File: config.mk
export PLATFORM = sky130hd
export DESIGN_NAME = gate_eval_pipe
export DESIGN_NICKNAME = d
export VERILOG_FILES = /design/src/rtl/gate_eval_pkg.sv /design/src/rtl/gate_eval_pipe_mux.sv /design/src/rtl/gate_eval_pipe.sv
export SDC_FILE = /design/constraint.sdc
export NUM_CORES = 1
export LEC_CHECK = 0
export ABC_AREA = 1
export CAP_MARGIN = 10
export CORE_MARGIN = 2
export CORE_UTILIZATION = 56
export CTS_BUF_LIST = sky130_fd_sc_hd__clkbuf_4 sky130_fd_sc_hd__clkbuf_8 sky130_fd_sc_hd__clkbuf_16
export CTS_CLUSTER_SIZE = 25
export DETAILED_ROUTE_END_ITERATION = 8
export PLACE_DENSITY = 0.84
export SLEW_MARGIN = 15
export SYNTH_ARGS = -nofsm -noshare
export SYNTH_HDL_FRONTEND = slang
export SYNTH_SLANG_ARGS = --single-unit
File: constraint.sdc
create_clock -name clk -period 2.49 [get_ports clk]
set_input_delay 0.249 -clock clk [delete_from_list [all_inputs] [get_ports clk]]
set_output_delay 0.249 -clock clk [all_outputs]
set_load 0.03 [all_outputs]
File: src/rtl/gate_eval_pkg.sv
// Shared definitions for the mux-built bitwise gate pipeline.
package gate_eval_pkg;

    typedef enum logic [1:0] {
        OP_AND  = 2'b00,
        OP_OR   = 2'b01,
        OP_XOR  = 2'b10,
        OP_NAND = 2'b11
    } op_e;

    localparam int CNT_W  = 16;
    localparam int STAGES = 2;

endpackage

File: src/rtl/gate_eval_pipe_mux.sv
// 1-bit 2:1 mux, the only primitive the gate datapath is built from.
module gate_eval_pipe_mux (
    input  logic d0,
    input  logic d1,
    input  logic sel,
    output logic y
);

    assign y = sel ? d1 : d0;

endmodule

File: src/rtl/gate_eval_pipe.sv
// Two-stage valid/ready pipeline evaluating AND/OR/XOR/NAND with mux-only gates.
module gate_eval_pipe
    import gate_eval_pkg::*;
#(
    parameter int W = 8
) (
    input  logic             clk,
    input  logic             rst,
    input  logic             up_valid,
    output logic             up_ready,
    input  logic [W-1:0]     up_a,
    input  logic [W-1:0]     up_b,
    input  logic [1:0]       up_op,
    output logic             down_valid,
    input  logic             down_ready,
    output logic [W-1:0]     down_res,
    output logic [CNT_W-1:0] done_cnt
);

    typedef struct packed {
        logic [W-1:0] a;
        logic [W-1:0] b;
        logic [1:0]   op;
    } req_t;

    req_t              req, s1;
    logic [STAGES:1]   vld_pipe;
    logic              s1_adv, s2_adv;

    logic [W-1:0] nb, g_and, g_or, g_xor, g_nand, p_lo, p_hi, res;

    assign req = '{a: up_a, b: up_b, op: up_op};

    assign s2_adv     = ~vld_pipe[2] | down_ready;
    assign s1_adv     = ~vld_pipe[1] | s2_adv;
    assign up_ready   = ~vld_pipe[1] | s1_adv;
    assign down_valid = vld_pipe[2];

    // Per bit: five gate muxes, then op[0] picks within each pair and op[1] between pairs.
    for (genvar i = 0; i < W; i++) begin : g_bit
        gate_eval_pipe_mux u_not  (.d0(1'b1),     .d1(1'b0),      .sel(s1.b[i]),  .y(nb[i]));
        gate_eval_pipe_mux u_and  (.d0(1'b0),     .d1(s1.b[i]),   .sel(s1.a[i]),  .y(g_and[i]));
        gate_eval_pipe_mux u_or   (.d0(s1.b[i]),  .d1(1'b1),      .sel(s1.a[i]),  .y(g_or[i]));
        gate_eval_pipe_mux u_xor  (.d0(s1.b[i]),  .d1(nb[i]),     .sel(s1.a[i]),  .y(g_xor[i]));
        gate_eval_pipe_mux u_nand (.d0(1'b1),     .d1(nb[i]),     .sel(s1.a[i]),  .y(g_nand[i]));
        gate_eval_pipe_mux u_plo  (.d0(g_and[i]), .d1(g_or[i]),   .sel(s1.op[0]), .y(p_lo[i]));
        gate_eval_pipe_mux u_phi  (.d0(g_xor[i]), .d1(g_nand[i]), .sel(s1.op[0]), .y(p_hi[i]));
        gate_eval_pipe_mux u_sel  (.d0(p_lo[i]),  .d1(p_hi[i]),   .sel(s1.op[1]), .y(res[i]));
    end

    always_ff @(posedge clk or posedge rst) begin
        if (rst) begin
            vld_pipe <= '0;
            s1       <= '0;
            down_res <= '0;
            done_cnt <= '0;
        end else begin
            if (s1_adv) vld_pipe[1] <= up_valid;
            // Operands load only on an accept, so an idle pipeline holds all state.
            if (up_valid && s1_adv) s1 <= req;
            if (s2_adv) begin
                vld_pipe[2] <= vld_pipe[1];
                if (vld_pipe[1]) down_res <= res;
            end
            if (vld_pipe[2] && down_ready) done_cnt <= done_cnt + 1'b1;
        end
    end

endmodule

==> run metrics <==
CTS Sinks 44; RSZ-0062 raised after global routing no; die area 5130 sq um; setup violators final 0; Critical Path Stages 4; minimum clock period 1.90 ns; fin util 71.9%; maxcap violations 0; VDD IR max 0.348 mV; WL final 5260 microns; slowest cell delay on critical path 0.68 ns; DRC 0; drt pass-1 iters 4; drt wl/cell 13.3 microns; Crit Path Category input port to output pin; first-pass GRT wire length 9090 microns; r2r setup slk 0.94 ns; Int Power 1500 uW; First DRT Iteration DRCs 139; Mean Syn Cell Area 8.66 sq um; routability cong. 0.862; n_diodes 0; Yosys cell types 28; status finished clean; WP data required 2.24 ns; FMAX 0.528 GHz; Die H 71.6 microns; clk buf depth 2; Synth Instances 296; post-synthesis sequential area ratio 43.0%; layout cells sized above 1 8.75%; clock skew 0.0101 ns; root buffer cell clkbuf_8; Seq cells post-synth 44; Mapped Nets 343; initial antenna violation count 0; CTS tree built; Leak Pwr 0.00161 uW; actual slew at the worst max-slew pin 0.886 ns; fin. max-slew vios 0; Cell Chain, Critical Path clkdlybuf4s50_1 > inv_1 > nand3_4 > clkdlybuf4s50_1; Max FO, Critical Path 4; Sequential Power Share 41.9%; grt total ovfl 0; Starting Density 58.4%; Ys Warns 0; most frequent CP cell clkdlybuf4s50_1; pin count of the biggest net entering global routing 45; CTS clk-pin slew, worst paths 0.08 ns; DIE WIDTH 71.6 microns; Vias 2058; pwr dens 764 nW/um^2; Worst Hold Class input port to asynchronous set/reset pin; Layout area overhead 23.0%; Via density 5.21; period utilization 76.1%; Worst EP arrival 1.65 ns; Crit path max-delay family buffers and inverters; Logic pwr share 36.4%; leading area contributor after synthesis dfrtp_1; Rows 24; fill cell count 346; PostCTS Resize Cnt 0; CTS Hold Bufs 0; final net count 391; Buf+Inv Stages, Crit Path 3; # IOs 48; estimated wirelength of the detail-placed design 3740 microns; Synth area leaders dfrtp_1, ha_1, nand2_1, inv_1, a21oi_1; core region area 4380 sq um; Worst Setup SP down_ready; Fin Setup TNS 0 ns; Slew HR 40.9%; I/O Buffers 47; crit path capture type output pin; Switching Share 37.8%; worst skew pair latency 0.30 ns; Slowest cell on crit path clkdlybuf4s50_1; Critical R2R Capture down_res[7]; Total GRT Usage 22.6%; Synth Cell Area 2560 sq um; R2R depth 5; TritonCTS Buffers 5; Clk network pwr share 21.7%; Worst Setup EP up_ready; launching point of the worst reg2reg path s1[0]; CP Launch Type input port; Switching Power 910 uW; post-synth top area share 43.0%; Final Hold Viols 0; ANT nets after route 0; vias in the first global route 2042; Post-CTS Setup Bufs 0; H-tree depth 2
-- sequential cells by signal, indices dropped and copies added (netlist names) --
register and cells:
s1 18, done_cnt 16, vld_pipe 2, down_res 8
-- how the worst min path moves through the flow --
stage                start           to  slack, ns  depth (start not counted)
2_1_floorplan     up_valid        s1[0]       0.39                          2
3_3_place_gp   down_res[4]  down_res[4]       0.46                          2
3_5_place_dp   down_res[2]  down_res[2]       0.47                          2
4_1_cts                rst  done_cnt[0]       0.42                          3
5_1_grt                rst  done_cnt[6]       0.48                          3
6_report               rst  down_res[7]       0.40                          3
-- logic make-up after synthesis --
family          count (synthesis)  share of synthesized area [%]
simple gates                  119                           21.9
compound gates                 55                           12.5
buf+inv                        45                           7.67
flops                          44                           43.0
fa+ha+maj                      25                           12.2
xor+xnor                        8                           2.73
-- cell usage after synthesis, drive strengths merged --
library cell,count
clkinv,1
buf,6
nor3,3
a21oi,33
nand3,11
o21ai,19
nand4,1
xnor2,3
nand3b,3
nor2,30
clkbuf,1
nand2,71
inv,37
xor2,5
dfrtp,44
ha,25
o21bai,3
-- stage by stage --
step	setup WS, ns	cells	total power [uW]	instance area (sq um)	hold WS, ns
floorplan	1.10	296	1560	2560	0.394
CTS	0.583	395	2420	3150	0.422
global placement	0.612	389	1860	3050	0.462
detailed placement	0.585	389	1900	3050	0.465
global route	0.551	395	2560	3150	0.475
finish	0.595	395	2410	3150	0.401
-- cells in the final DEF, fill, tap and decap left out, drive strengths merged --
| master | n |
|---|---|
| nand4 | 1 |
| nand3b | 3 |
| o21ai | 19 |
| xor2 | 5 |
| nor2 | 30 |
| dfrtp | 44 |
| bufinv | 1 |
| nand3 | 11 |
| inv | 37 |
| clkbuf | 5 |
| xnor2 | 3 |
| nand2 | 71 |
| buf | 1 |
| clkinv | 1 |
| nor3 | 3 |
| clkdlybuf4s50 | 47 |
| ha | 25 |
| o21bai | 3 |
| a21oi | 33 |
-- tightest hold or removal path: stages --
cell	delay, ns
clkdlybuf4s50_1	0.40
inv_1	0.05
buf_4	0.47
-- final cells by class --
class	count	area [sq um]	share of cell area [%]
timing repair buffer	48	478	15.2
clock inverter	1	30.0	0.953
inverter	38	144	4.57
sequential	44	1100	34.9
multi-input combinational	207	1260	40.1
tap	52	65.1	2.06
clock buffer	5	68.8	2.18
-- layer usage --
metal	up-vias	share of wire [%]	track usage, %	wire length [microns]
li1	1031	-	-	-
met4	0	2.4	9.43	124
met3	15	4.1	5.49	213
met2	50	48	37.1	2530
met1	962	45	28.7	2380
met5	-	0	0	0
-- power groups by stage --
| stage | Combinational [uW] | Clock [uW] | Sequential [uW] |
|---|---|---|---|
| CTS | 883 | 529 | 1010 |
| global route | 965 | 564 | 1030 |
| global placement | 844 | 0 | 1010 |
| floorplan | 381 | 0 | 1180 |
| finish | 877 | 523 | 1010 |
| detailed placement | 876 | 0 | 1020 |
Note: power is estimated with default switching activity, not from simulation.
